===== src/rtl/uart_pkg.sv =====
// Shared UART definitions: receiver state encoding, default bit timing and
// data width. The transmitter uses this package as well.
package uart_pkg;

    localparam int CLKS_PER_BIT_DEFAULT = 868;  // 100 MHz / 115200 baud
    localparam int UART_DATA_BITS       = 8;

    typedef enum logic [1:0] {
        IDLE  = 2'd0,
        START = 2'd1,
        DATA  = 2'd2,
        STOP  = 2'd3
    } rx_state_t;

endpackage


===== src/rtl/uart_baud_counter.sv =====
// Bit-period counter. Counts up from 0 while enabled and wraps after the last
// cycle of a bit. Flags the last cycle of a half bit and of a full bit.
module uart_baud_counter
    import uart_pkg::*;
#(
    parameter int CLKS_PER_BIT = CLKS_PER_BIT_DEFAULT
) (
    input  logic CLK,
    input  logic reset,
    input  logic clear,
    input  logic enable,
    output logic half_tc,
    output logic full_tc
);
    localparam int            CW        = $clog2(CLKS_PER_BIT);
    localparam logic [CW-1:0] HALF_LAST = CW'(CLKS_PER_BIT / 2 - 1);
    localparam logic [CW-1:0] FULL_LAST = CW'(CLKS_PER_BIT - 1);

    logic [CW-1:0] cnt;

    assign half_tc = (cnt == HALF_LAST);
    assign full_tc = (cnt == FULL_LAST);

    // Counter register: clear has priority, wrap keeps cnt <= CLKS_PER_BIT-1.
    always_ff @(posedge CLK or negedge reset) begin
        if (!reset) begin
            cnt <= '0;
        end else if (clear) begin
            cnt <= '0;
        end else if (enable) begin
            if (full_tc) cnt <= '0;
            else         cnt <= cnt + CW'(1);
        end
    end

endmodule


===== src/rtl/uart_receiver.sv =====
// 8N1 UART receiver with a one-entry output holding register.
//
// state | meaning
// ------+-------------------------------------------------------------
// IDLE  | line idle, waiting for rx_s low
// START | timing to mid start bit; high there means glitch, back to IDLE
// DATA  | sampling 8 data bits at mid-bit, LSB first
// STOP  | sampling stop bit: high delivers byte, low flags frame_err
module uart_receiver
    import uart_pkg::*;
#(
    parameter int CLKS_PER_BIT = CLKS_PER_BIT_DEFAULT
) (
    input  logic       CLK,
    input  logic       reset,
    input  logic       rx,
    input  logic       rx_ack,
    output logic [7:0] rx_byte,
    output logic       rx_valid,
    output logic       busy_rx,
    output logic       frame_err,
    output logic       overrun
);
    rx_state_t                 state, next_state;
    logic [1:0]                sync;
    logic                      rx_s;
    logic                      cnt_clear, cnt_en, half_tc, full_tc;
    logic [2:0]                bit_cnt;
    logic [UART_DATA_BITS-1:0] shift;
    logic                      clr_bits, sample_bit, stop_ok, stop_bad;

    uart_baud_counter #(.CLKS_PER_BIT(CLKS_PER_BIT)) u_baud (
        .CLK     (CLK),
        .reset   (reset),
        .clear   (cnt_clear),
        .enable  (cnt_en),
        .half_tc (half_tc),
        .full_tc (full_tc)
    );

    // Two-flop synchronizer; resets to the idle-high line level.
    always_ff @(posedge CLK or negedge reset) begin
        if (!reset) sync <= 2'b11;
        else        sync <= {sync[0], rx};
    end

    assign rx_s    = sync[1];
    assign busy_rx = (state != IDLE);

    // State register.
    always_ff @(posedge CLK or negedge reset) begin
        if (!reset) state <= IDLE;
        else        state <= next_state;
    end

    // Next-state and per-cycle control decode.
    always_comb begin
        next_state = state;
        cnt_clear  = 1'b0;
        cnt_en     = 1'b0;
        clr_bits   = 1'b0;
        sample_bit = 1'b0;
        stop_ok    = 1'b0;
        stop_bad   = 1'b0;
        case (state)
            IDLE: begin
                cnt_clear = 1'b1;
                if (!rx_s) next_state = START;
            end
            START: begin
                cnt_en = 1'b1;
                if (half_tc) begin
                    cnt_clear = 1'b1;
                    if (!rx_s) begin
                        next_state = DATA;
                        clr_bits   = 1'b1;
                    end else begin
                        next_state = IDLE;
                    end
                end
            end
            DATA: begin
                cnt_en = 1'b1;
                if (full_tc) begin
                    sample_bit = 1'b1;
                    if (bit_cnt == 3'd7) next_state = STOP;
                end
            end
            STOP: begin
                cnt_en = 1'b1;
                if (full_tc) begin
                    next_state = IDLE;
                    if (rx_s) stop_ok  = 1'b1;
                    else      stop_bad = 1'b1;
                end
            end
            default: next_state = IDLE;
        endcase
    end

    // Data shift register and bit counter.
    always_ff @(posedge CLK or negedge reset) begin
        if (!reset) begin
            bit_cnt <= 3'd0;
            shift   <= '0;
        end else if (clr_bits) begin
            bit_cnt <= 3'd0;
        end else if (sample_bit) begin
            shift   <= {rx_s, shift[UART_DATA_BITS-1:1]};
            bit_cnt <= bit_cnt + 3'd1;
        end
    end

    // Output holding register; a same-cycle ack frees the slot, so no overrun.
    always_ff @(posedge CLK or negedge reset) begin
        if (!reset) begin
            rx_byte   <= 8'h00;
            rx_valid  <= 1'b0;
            frame_err <= 1'b0;
            overrun   <= 1'b0;
        end else begin
            frame_err <= stop_bad;
            if (stop_ok) begin
                rx_byte  <= shift;
                rx_valid <= 1'b1;
                if (rx_valid && !rx_ack) overrun <= 1'b1;
            end else if (rx_ack) begin
                rx_valid <= 1'b0;
            end
        end
    end

endmodule


===== config.mk =====
export PLATFORM = sky130hd
export DESIGN_NAME = uart_receiver
export DESIGN_NICKNAME = d
export VERILOG_FILES = /design/src/rtl/uart_pkg.sv /design/src/rtl/uart_baud_counter.sv /design/src/rtl/uart_receiver.sv
export SDC_FILE = /design/constraint.sdc
export NUM_CORES = 1
export LEC_CHECK = 0
export CAP_MARGIN = 30
export CELL_PAD_IN_SITES_DETAIL_PLACEMENT = 1
export CELL_PAD_IN_SITES_GLOBAL_PLACEMENT = 2
export CORE_MARGIN = 2
export CORE_UTILIZATION = 30
export DETAILED_ROUTE_END_ITERATION = 16
export MAX_ROUTING_LAYER = met4
export PLACE_DENSITY_LB_ADDON = 0.1
export SYNTH_ARGS = -nofsm -noshare
export SYNTH_HDL_FRONTEND = slang
export SYNTH_SLANG_ARGS = --single-unit

===== constraint.sdc =====
create_clock -name CLK -period 2.65 [get_ports CLK]
set_input_delay 0.3975 -clock CLK [delete_from_list [all_inputs] [get_ports CLK]]
set_output_delay 0.3975 -clock CLK [all_outputs]
set_load 0.01 [all_outputs]

==> results of run 1 <==
sequential cells by signal, indices dropped and copies added (netlist names), named ones only:
register / flops
frame_err: 1
state: 1
overrun: 1
rx_valid: 1
sync: 2
shift: 8
rx_byte: 8
bit_cnt: 3
u_baud.cnt: 10
power groups by stage:
stage	sequential (W)	clock (W)	combinational, W
6_report	0.000554	0.000416	0.0000166
5_1_grt	0.000553	0.000474	0.0000195
4_1_cts	0.000553	0.000443	0.0000178
3_3_place_gp	0.000564	0	0.0000173
3_5_place_dp	0.000564	0	0.0000178
2_1_floorplan	0.000564	0	0.000000897
cells in the mapped netlist (all sizes together):
cell,instances
a21o,1
a21oi,1
a31o,1
a31oi,1
and3,2
and4,1
buf,2
dfrtp,34
dfstp,2
ha,4
inv,5
mux2,16
nand2,6
nand3,8
nand4,4
nor2,14
nor2b,1
nor3,1
nor3b,4
o211ai,1
o21ai,6
or2,2
or3,1
xnor2,2
xor2,5
kinds of logic (layout without fill, tap and decap cells):
kind of cell | count (synthesis) | after routing | share of synthesized area [%]
and+or+nand+nor | 44 | 44 | 16.6
DFF | 36 | 36 | 58.0
muxes | 16 | 16 | 11.6
AOI/OAI and AO/OA | 11 | 11 | 4.26
xor gates and xnor gates | 7 | 7 | 3.94
buffers and inverters | 7 | 29 | 2.41
adders and majority gates | 4 | 4 | 3.22
critical path: stages (launching register included):
cell and delay, ns:
dfrtp_1 0.48, or2_2 0.33, clkdlybuf4s50_1 0.47
layout make-up:
class	count	area share, %
clock buffer	8	5.32
inverter	5	0.997
multi-input combinational	82	32.7
sequential	36	48.0
tap	70	4.65
timing repair buffer	16	8.37
metrics by stage:
step / hold slack (ns) / cells / setup slack, ns / instance area [µm²] / utilization, %
after floorplan: 0.102 / 125 / 1.02 / 1560 / -
after global routing: 0.367 / 217 / 0.633 / 1880 / 37.3
after CTS: 0.364 / 217 / 0.669 / 1880 / 37.3
after global placement: 0.347 / 209 / 0.869 / 1780 / 35.4
after detailed placement: 0.353 / 209 / 0.785 / 1780 / 35.4
final: 0.361 / 217 / 0.694 / 1880 / 37.3
per-layer routing:
metal | part of all wire, % | vias to the layer above | global-route usage (%)
met5 | 0 | - | -
met4 | 1.2 | 0 | 4.91
met3 | 3.1 | 5 | 3.79
met2 | 49 | 13 | 18.9
met1 | 47 | 485 | 15.1
li1 | - | 473 | -
layout by cell type (no fill, tap or decap), drive strengths merged, types with 4 or more instances in the layout:
cell type      instances
nor2                  14
nor3b                  4
ha                     4
mux2                  16
inv                    5
nand4                  4
clkbuf                 8
nand2                  6
nand3                  8
xor2                   5
o21ai                  6
dfrtp                 34
clkdlybuf4s50         15
how the worst max path moves through the flow:
| stage | startpoint | end | slack [ns] | cells after the start |
|---|---|---|---|---|
| final | flip-flop | busy_rx | 0.69 | 2 |
| after global routing | flip-flop | busy_rx | 0.63 | 2 |
| after CTS | flip-flop | busy_rx | 0.67 | 2 |
| after detailed placement | u_baud.cnt[0] | rx_byte[5] | 0.78 | 5 |
| after global placement | u_baud.cnt[0] | rx_byte[4] | 0.87 | 5 |
| after floorplan | u_baud.cnt[0] | rx_byte[0] | 1.02 | 5 |
==> impl_results.md, run 1 <==
- First-pass DRT Iterations: 4
- Ports: 16
- Initial Util: 30.9%
- Synth Register Bits: 36
- Layout area overhead: 21.0%
- Core area: 5040 µm²
- Area of the multi-input gates: 616 µm²
- RSZ-0062 raised after global routing: no
- Worst R2R End: rx_byte[0]
- Sink Count: 36
- Clk_skew: 0.00460 ns
- # setup viols final: 0
- Mapped Cells: 125
- CTS tree: yes
- Leakage power: 0.873 nW
- P_int: 0.000795 W
- Hold Crit Depth: 0
- DRT iter0 DRCs: 51
- Antenna violations before repair: 0
- Seq/Total Area, Yosys: 58.0%
- Syn_nets: 133
- Global-route wire length before repair: 5460 µm
- Synth warn: 0
- GP Congestion: 0.746
- Wire per inst: 13.4 µm
- Detail-routed via count per cell: 4.50
- Clock latency on the worst-skew pair: 0.28 ns
- Tightest Hold Check Type: reg2reg
- Pin count of the biggest net entering global routing: 37
- WHS Endpoint: sync[1]
- Sequential Power Share: 56.1%
- # diodes: 0
- WS Path Type: reg2out
- Postcts setup bufs: 0
- TritonCTS Buffers: 5
- Final-stage net count: 154
- Startpoint types: flip-flop
- Crit. End Element: output port
- Reg2Reg Setup Slack: 0.79 ns
- Reg clk slew, reported paths: 0.07 ns
- Reg2Reg Depth: 5
- Max Freq: 511 MHz
- Die area: 5780 µm²
- Max-cap viol count: 0
- Peak VDD IR: 208 µV
- Net switching power: 0.000191 W
- Worst-Margin Slew: 0.532 ns
- Fillers: 547
- # port buffers: 15
- Pwr Total: 0.000986 W
- Root Buffer: clkbuf_8
- Hold Crit Start: sync[0]
- Clock group share of total power: 42.2%
- Slew Limit Headroom: 64.3%
- Gr usage total: 12.2%
- Antenna viol nets, final: 0
- Crit path arrival time: 1.56 ns
- Clock Tree Buf Depth: 2
- Top-area cell type share of the netlist area: 54.7%
- Share of post-route cells with drive strength above 1: 24.5%
- Die Height: 76.0 µm
- Placed wire-length estimate: 2060 µm
- Reg area: 903 µm²
- Cell taking the most area after synthesis: dfrtp_1
- Hold-fix buffer count after cts: 0
- Synthesized cell area: 1560 µm²
- Die width: 76.0 µm
- Setup TNS Final: 0 ns
- Final wirelength: 2910 µm
- Final hold violation count: 0
- Fin crit share: 73.8%
- Crit-path max FO: 10
- FP Rows: 26
- DRC: 0
- Top cells by area, synth: dfrtp_1 (55%), mux2_2 (12%), dfstp_2 (3.4%)
- Post-CTS Resized: 0
- Gate power share: 1.7%
- Via count: 976
- Vias in the first global route: 1103
- Pwr/cell area: 524 nW/µm²
- Critical R2R Launch: u_baud.cnt[0]
- Switching portion of total power: 19.4%
- H-tree depth: 2
- Final period demand of the worst path: 1.96 ns
- Status: completed
- Worst Path Required: 2.25 ns
- Gr ovfl total: 0
- Yosys cell types: 32
- Synthesized area per cell: 12.5 µm²
- Slew Viols, Final: 0
Power figures use the tool's default switching activity.
==> run 2: changes to the inputs <==
clock period = 1.6 ns   (was 2.65 ns; I/O delays follow)
==> run 2 against run 1 <==
Effect of this change:
- critical path type is now reg2reg
- total power up 66%
- first-iteration DRC count down 41%
- die area unchanged
- critical path depth up 3
- clock-buffer cell count down 2
- cell area up 15%
- clock power up 65%
- flip-flop and latch count unchanged
- setup slack worse by 0.67 ns
==> impl_results.md, run 2 (synthesis results as in run 1) <==
- Cell family with most CP delay: simple AND/OR/NAND/NOR gates
- Slew Limit Headroom: 74.4%
- Gate power share: 1.9%
- DRT iter0 DRCs: 30
- Final wirelength: 3290 µm
- Core area: 5040 µm²
- Gr usage total: 12.9%
- Crit-path max FO: 9
- Startpoint types: flip-flop
- WP depth: 5
- Net switching power: 0.000360 W
- Final hold violation count: 0
- # setup viols final: 0
- Crit. End Element: flip-flop
- Commonest cells after routing, fill and taps aside: dfrtp_1 (34), buf_4 (23), mux2_2 (15), clkdlybuf4s50_1 (14), nor2_1 (13)
- CTS tree: yes
- Pwr/cell area: 752 nW/µm²
- Sink Count: 36
- Pin count of the biggest net entering global routing: 37
- Clock Tree Buf Depth: 2
- Sequential Power Share: 56.0%
- Share of post-route cells with drive strength above 1: 39.5%
- Max Freq: 633 MHz
- Wire per inst: 13.6 µm
- RSZ-0062 raised after global routing: yes
- # diodes: 0
- Tightest Hold Check Type: in2async
- Peak VDD IR: 429 µV
- Fillers: 539
- GP Congestion: 0.697
- Crit path buf inv count: 1
- H-tree depth: 2
- Worst-Margin Slew: 0.383 ns
- Final-stage net count: 179
- First-pass DRT Iterations: 4
- Clock group share of total power: 42.0%
- Largest register by flop count: u_baud.cnt
- Final non-filler cell area: 2170 µm²
- Commonest non-fill, non-tap cell in the layout: dfrtp_1
- Clk_skew: 0.00409 ns
- Max reg flops: 10
- Slew Viols, Final: 0
- Die width: 76.0 µm
- Ports: 16
- Via count: 1092
- FP Rows: 26
- Die area: 5780 µm²
- Placed wire-length estimate: 2290 µm
- WS Path Type: reg2reg
- Reg2Reg Depth: 5
- Detail-routed via count per cell: 4.51
- Final period demand of the worst path: 1.58 ns
- Initial Util: 30.9%
- Global-route wire length before repair: 5750 µm
- Crit path arrival time: 1.76 ns
- Max-cap viol count: 0
- P_int: 0.00127 W
- Fin crit share: 98.7%
- Crit-path cells: nor3b_4 -> nand3_4 -> nor2_4 -> buf_12 -> mux2_2
- DRC: 0
- Die Height: 76.0 µm
- Reg clk slew, reported paths: 0.08 ns
- Root Buffer: clkbuf_8
- TritonCTS Buffers: 5
- # port buffers: 15
- Layout area overhead: 39.6%
- Antenna violations before repair: 0
- Max stage delay on crit path: 0.41 ns
- Placed Instance Area: 1920 µm²
- Switching portion of total power: 22.0%
- Largest registers: u_baud.cnt x10, rx_byte x8, shift x8
- Slowest-stage cell, CP: dfrtp_1
- Vias in the first global route: 1205
- Status: completed
- Worst Path Required: 1.78 ns
- Gr ovfl total: 0
- Antenna viol nets, final: 0
- Clock latency on the worst-skew pair: 0.29 ns
- Leakage power: 1.00 nW
- Final Util: 43.1%
run 2: changes by cell type in the layout (fill, tap and decap cells not counted), moves of 2 or more:
cell,change
clkinvlp_4,+2
ha_4,+2
buf_12,+2
buf_4,+22
ha_1,-2
nor3b_4,+2
run 2: repair_timing:
action	CTS	global route
pin swaps	3	5
endpoints found under the setup margin	21	22
buffers inserted	3	6
hold buffers	0	0
gates resized for setup	6	7
run 2: worst paths after layout:
path | from | endpoint | slack, ns
min reg2reg | sync[0] | sync[1] | 0.36
min in group CLK | rx | sync[0] | 0.35
min | reset | u_baud.cnt[6] | 0.31
max | u_baud.cnt[4] | rx_byte[0] | 0.02
max reg2reg | u_baud.cnt[4] | rx_byte[0] | 0.02
max in group asynchronous | reset | sync[1] | 1.03
run 2: worst register-to-register path, delay by kind of cell (launching register included):
kind	cells	cell delay (ns)
AND/OR/NAND/NOR	3	0.59
buffers and inverters	1	0.14
multiplexers	1	0.33
flip-flops	1	0.41
run 2: per-layer routing:
layer  global-route usage (%)  share of wire, %
met4                     5.45               2.0
met3                     4.27               4.1
met5                        -                 0
met1                     15.6                44
met2                     20.0                50
run 2: layout make-up:
type,instances,area (µm²),area share [%]
inverter,5,18.8,0.864
sequential,36,903,41.6
timing repair buffer,41,373,17.2
multi-input combinational,82,693,31.9
tap,70,87.6,4.03
clock inverter,2,15.0,0.691
clock buffer,6,82.6,3.80
run 2: per-stage QoR:
| stage | hold WS (ns) | setup TNS [ns] | worst slack, ns | cells | power [W] |
|---|---|---|---|---|---|
| after floorplan | -0.0556 | 0 | 0.0123 | 125 | 0.000935 |
| after global placement | 0.347 | 0 | 0.00855 | 225 | 0.000966 |
| after detailed placement | 0.352 | -0.484 | -0.0480 | 225 | 0.000967 |
| after CTS | 0.319 | -0.00309 | -0.00309 | 236 | 0.00166 |
| final | 0.314 | 0 | 0.0209 | 242 | 0.00163 |
| after global routing | 0.322 | -0.505 | -0.0472 | 242 | 0.00172 |
run 2: power by group through the flow:
stage	Sequential, W	Clock (W)	Combinational [W]
finish	0.000916	0.000687	0.0000314
global route	0.000916	0.000766	0.0000368
CTS	0.000916	0.000711	0.0000339
detailed placement	0.000934	0	0.0000338
global placement	0.000934	0	0.0000326
floorplan	0.000933	0	0.00000149
==> variant 1, RTL diff (flow settings as in run 2) <==
The package constant `CLKS_PER_BIT_DEFAULT` goes from 868 to 434.
--- a/src/rtl/uart_pkg.sv
+++ b/src/rtl/uart_pkg.sv
@@ -2,7 +2,7 @@
 // data width. The transmitter uses this package as well.
 package uart_pkg;
 
-    localparam int CLKS_PER_BIT_DEFAULT = 868;  // 100 MHz / 115200 baud
+    localparam int CLKS_PER_BIT_DEFAULT = 434;  // 100 MHz / 115200 baud
     localparam int UART_DATA_BITS       = 8;
 
     typedef enum logic [1:0] {
Function: same outputs for any inputs over 10 cycles, from zero or initial values and one cycle with reset low; that may be too few to reach the edited logic, so the function may still have changed.
==> variant 1 against run 2 <==
- the run now ends with setup timing left
- maximum frequency is 3.5% lower
- total power is 5.1% lower
- worst hold slack better by 2.4 ps
- synthesized area is 0.80% higher
- sequential share of layout area is 0.28 points higher
- critical path depth is 1 higher
- final area is 3.3% lower
- wire length is 8.1% lower
- cell count is 6.6% lower
- sequential cell count is 1 lower
- combinational power is 8.0% higher
- setup slack worse by 56 ps
- largest power group unchanged
==> variant 1: results (changes against run 2) <==
Status
  – Status: finished with violations
  – Failing checks: setup timing

GRT
  – Met1 GRT Util: 13.9% (-1.7 points)
  – Met2 GRT Util: 17.8% (-2.2 points)
  – Initial antenna violation count: 0 (unchanged)
  – Largest net degree at the start of global routing: 36 (-2.7%)
  – GRT Total Usage: 11.6% (-1.3 points)
  – M3 GR Usage: 3.91% (-0.36 points)
  – First-pass GRT wire length: 5070 µm (-12%)
  – Number of global-route vias before repair: 1,059 (-12%)

Worst hold path
  – Hold WC Path Type: primary input to async pin

Final layout
  – Ant. Diodes: 0 (unchanged)
  – Biggest regs: u_baud.cnt (9), rx_byte (8), shift (8)
  – Fillers: 541 (+0.37%)
  – Final nets: 164 (-8.4%)
  – Fraction of layout cells with a size suffix above 1: 41.0% (+1.5 points)

Power and ir drop
  – Peak supply drop: 293 µV (-32%)
  – Leak: 1.01 nW (+0.64%)

Routing
  – Initial DRC Count: 28 (-6.7%)
  – DR pass1 iterations: 3 (-1)
  – Via Count: 1,006 (-7.9%)
  – Routed len/inst: 13.4 µm (-1.6%)

Placement
  – Gpl congestion: 0.721 (+3.4%)
  – Half-perimeter wire length after placement: 2060 µm (-10%)
  – PortBufs: 15 (unchanged)
  – DP Area: 1910 µm² (-0.52%)

Timing
  – Clock skew: 8.47 ps (+4.38 ps)
  – Final setup fails: 9 (+9)
  – Max_slew headroom: 75.9% (+1.5 points)
  – Worst hold margin: 317 ps (+2.44 ps)
  – Final setup TNS: -237 ps (-237 ps)
  – Post-route setup slack: -35.5 ps (-56.5 ps)

Clock tree
  – CTS root buffer: clkbuf_8
  – CTS H-Tree Depth: 2 (unchanged)
  – Clk_lat worst skew: 290 ps (about the same)
  – Clock-pin slew on the worst setup and hold paths: ~70 ps
  – Clk buf depth: 2 (unchanged)
  – Clock buffer count from CTS: 5 (unchanged)

Synth
  – Largest cells by area after synthesis: dfrtp_1, mux2_2, mux2_4
  – Synth Area in Compound Gates: 3.91% (-0.35 points)
  – Post-synthesis cell type count: 34 (+6.3%)
  – Post-synth net total: 124 (-6.8%)
  – Yosys warns: 0 (unchanged)
  – Synth Flop Type: dfrtp_1
  – Synth Area in XOR/XNOR: 3.91% (-0.031 points)
  – Synth top cells by count: dfrtp_1, nor2_1, mux2_2
  – Mux cell area share after synthesis: 13.9% (+2.3 points)
  – Asr flop ratio synth: 100% (unchanged)
  – Synth Area in Adders: 3.99% (+0.77 points)
  – Sequential fraction of the synthesis area: 56.0% (-2.1 points)

Worst setup path
  – Slowest stage delay, CP: 390 ps (-20 ps)
  – Delay-heaviest family, CP: simple AND/OR/NAND/NOR gates
  – Crit-path max FO: 6 (-3)
  – CP max-delay cell: dfrtp_1
-- variant 1: area by class of cell --
| cell class | instances | area share, % |
|---|---|---|
| flip-flops and latches | 35 | 41.8 |
| multi-input cells | 74 | 33.2 |
| repair buffers | 34 | 15.7 |
| well taps | 70 | 4.17 |
| clock buffers | 5 | 3.27 |
| clock inverters | 3 | 0.952 |
| inverters | 5 | 0.893 |
-- variant 1: repair_timing --
action                                 in CTS  in global routing
gates cloned                                0                  1
endpoints found under the hold margin       0                  0
setup buffers                               3                  1
resized for setup                           6                  6
pin swaps                                   1                  5
setup endpoints to repair                  30                 30
-- variant 1: where the power goes --
part           switching, W  internal [W]  leakage [nW]
Combinational     0.0000204     0.0000135         0.499
Sequential      0.000000946      0.000889         0.467
Clock              0.000324      0.000303        0.0402
-- variant 1: path summary, 6_finish.rpt --
kind                               start          to  cells after the start
max                        u_baud.cnt[1]    shift[4]                      6
max reg2reg                u_baud.cnt[1]    shift[4]                      6
max in group asynchronous          reset     sync[1]                      2
min reg2reg                      sync[0]     sync[1]                      0
min in group CLK                 sync[0]     sync[1]                      0
min                                reset  rx_byte[0]                      2
-- variant 1: stage by stage --
stage               utilization [%]  std cells  setup slack, ps
floorplan                         -        115            -36.1
global placement               37.7        213            -52.1
detailed placement             37.7        213             -102
CTS                            40.7        224            -42.9
global route                   41.4        226            -94.0
finish                         41.4        226            -35.5
-- variant 1: cell families (layout without fill, tap and decap cells) --
kind of cell               count (synthesis)  after routing
buffers and inverters                      7             47
and+or+nand+nor                           36             37
adders and majority gates                  5              5
DFF                                       35             35
AOI/OAI and AO/OA                          8              8
xor gates and xnor gates                   7              7
muxes                                     17             17
-- variant 1: layer usage --
layer	part of all wire, %	wire length, µm
met5	0	0
met4	0.76	23
met3	2.7	83
met2	49	1470
met1	48	1450
==> variant 2, RTL diff (flow settings as in run 2) <==
Without the edit above. Encoding of `rx_state_t`: now one-hot (4 bits for 4 states).
--- a/src/rtl/uart_pkg.sv
+++ b/src/rtl/uart_pkg.sv
@@ -5,11 +5,11 @@
     localparam int CLKS_PER_BIT_DEFAULT = 868;  // 100 MHz / 115200 baud
     localparam int UART_DATA_BITS       = 8;
 
-    typedef enum logic [1:0] {
-        IDLE  = 2'd0,
-        START = 2'd1,
-        DATA  = 2'd2,
-        STOP  = 2'd3
+    typedef enum logic [3:0] {
+        IDLE  = 4'b0001,
+        START = 4'b0010,
+        DATA  = 4'b0100,
+        STOP  = 4'b1000
     } rx_state_t;
 
 endpackage
Formal check against the unedited RTL: same outputs for any inputs over 10 cycles, from zero or initial values and one cycle with reset low; not proved beyond that.
==> variant 2 against run 2 <==
- synthesized cell count is 26% higher
- maximum frequency is 18% lower
- largest cell class is now multi-input gates
- sequential share of layout area is 10 points lower
- sequential cell count is 2 higher
- first-iteration DRC count is 20% higher
- wire length is 65% higher
- final area is 40% higher
- synthesized area is 19% higher
- the run now ends with setup timing left
- setup slack worse by 360 ps
- global-route usage is 5.3 points higher
Power is not compared: it rests on default switching activity, and its combinational part moved more than twofold at a synthesized area within 25%.
==> variant 2: results (changes against run 2) <==
Routing
  – DR vias/cell: 5.16 (+14%)
  – Initial DRC Count: 36 (+20%)
  – Routed len/inst: 17.6 µm (+30%)
  – DR pass1 iterations: 4 (unchanged)

Clock tree
  – Clk buf depth: 2 (unchanged)
  – Clk_lat worst skew: 290 ps (about the same)
  – Clock-pin slew on the worst setup and hold paths: 80 ps (about the same)
  – CTS H-Tree Depth: 2 (unchanged)
  – Clock buffer count from CTS: 5 (unchanged)
  – CTS root buffer: clkbuf_8

Worst hold path
  – Worst Min Path Start: rx
  – Hold WC Path Type: primary input to flip-flop
  – Worst hold path cell count: 1

Worst setup path
  – Worst EP arrival: 2150 ps (+390 ps)
  – R2R cell count: 6 (+1)
  – CP max-delay cell: or4b_4
  – Crit-path max FO: 5 (-4)
  – Delay-heaviest family, CP: simple AND/OR/NAND/NOR gates
  – Worst Setup SP: state[3]
  – Slowest stage delay, CP: 510 ps (+100 ps)

Status
  – Failing checks: setup timing
  – Status: finished with violations

Final layout
  – Ant. Diodes: 0 (unchanged)
  – Fillers: 640 (+19%)
  – Final nets: 240 (+34%)
  – Biggest regs: u_baud.cnt (10), rx_byte (8), shift (8)
  – Fraction of layout cells with a size suffix above 1: 54.9% (+15 points)

GRT
  – Initial antenna violation count: 0 (unchanged)
  – GRT Total Usage: 18.2% (+5.3 points)
  – Number of global-route vias before repair: 1,739 (+44%)
  – Largest net degree at the start of global routing: 23 (-38%)
  – First-pass GRT wire length: 8920 µm (+55%)

Timing
  – Max_slew headroom: 70.0% (-4.4 points)
  – Post-route setup slack: -335 ps (-356 ps)
  – Final setup fails: 34 (+34)
  – Clock skew: 7.52 ps (+3.43 ps)
  – Fin. max-slew vios: 0 (unchanged)

Synth
  – Post-synth net total: 165 (+24%)
  – Largest cells by area after synthesis: dfrtp_1, mux2_1, dfstp_2
  – Post-synthesis cell type count: 48 (+50%)
  – Synth top cells by count: dfrtp_1, mux2_1, nand2_1, nand3_1, o21ai_0
  – Synth Flop Type: dfrtp_1
  – Asr flop ratio synth: 100% (unchanged)
  – Yosys warns: 0 (unchanged)
  – Sequential fraction of the synthesis area: 51.6% (-6.4 points)

Placement
  – Half-perimeter wire length after placement: 3290 µm (+43%)
  – Gpl congestion: 0.831 (+19%)
  – PortBufs: 15 (unchanged)

Power and ir drop
  – Peak supply drop: 686 µV
  – Leak: 1.36 nW
variant 2: final cells by class:
class	count	area [µm²]	share of cell area [%]
inverter	5	21.3	0.701
timing repair buffer	74	714	23.5
clock inverter	3	68.8	2.27
sequential	38	958	31.6
multi-input combinational	108	1110	36.5
tap	75	93.8	3.09
clock buffer	5	68.8	2.27
variant 2: power by group:
part	switching (W)	total (W)	internal, W	leakage, nW
sequential	0.0000591	0.00110	0.00104	0.512
clock	0.000370	0.000995	0.000625	0.0683
combinational	0.000705	0.00158	0.000872	0.777
variant 2: logic make-up (layout without fill, tap and decap cells):
logic type,count (synthesis),count (layout),share of synthesized area (%)
fa+ha+maj,4,4,2.70
buf+inv,11,87,3.18
xor+xnor,1,1,0.473
compound gates,30,30,10.8
flops,38,38,51.6
mux,18,18,10.8
simple gates,55,55,20.4
variant 2: through the flow:
stage / hold WS (ps) / setup slack, ps / setup TNS (ps) / area (µm²) / instances
2_1_floorplan: -55.6 / -237 / -4950 / 1930 / 157
5_1_grt: 350 / -381 / -10230 / 3030 / 308
3_3_place_gp: 201 / -281 / -7150 / 2380 / 272
6_report: 344 / -335 / -8230 / 3030 / 308
4_1_cts: 340 / -289 / -7060 / 2910 / 304
3_5_place_dp: 212 / -322 / -7760 / 2380 / 272
variant 2: routing by layer:
| layer | wire (µm) | vias up | global-route usage [%] |
|---|---|---|---|
| met4 | 127 | 0 | 7.87 |
| met5 | 0 | - | - |
| met2 | 2820 | 22 | 30.3 |
| met3 | 108 | 12 | 2.93 |
| li1 | - | 735 | - |
| met1 | 2370 | 820 | 21.8 |
variant 2: path summary, 6_finish.rpt:
check	to	slack [ps]
worst max register to register	u_baud.cnt[2]	-330
worst min-delay path	sync[0]	340
max in group asynchronous	state[3]	700
worst min register to register	sync[1]	360
min in group asynchronous	u_baud.cnt[4]	420
worst max-delay path	u_baud.cnt[2]	-330
variant 2: worst reg2reg max path, cell delays in order (launching register included):
cell and delay, ps:
dfrtp_2 440, buf_12 140, nor4b_4 330, a211oi_2 100, buf_6 150, or4b_4 510, o22ai_4 190
variant 2: timing repair:
action / CTS / global route
setup buffers: 21 / 6
endpoints found under the setup margin: 35 / 35
hold buffers: 1 / 0
pin swaps: 13 / 12
gates resized for setup: 52 / 18
endpoints found under the hold margin: 13 / 0
gates cloned: 3 / 0
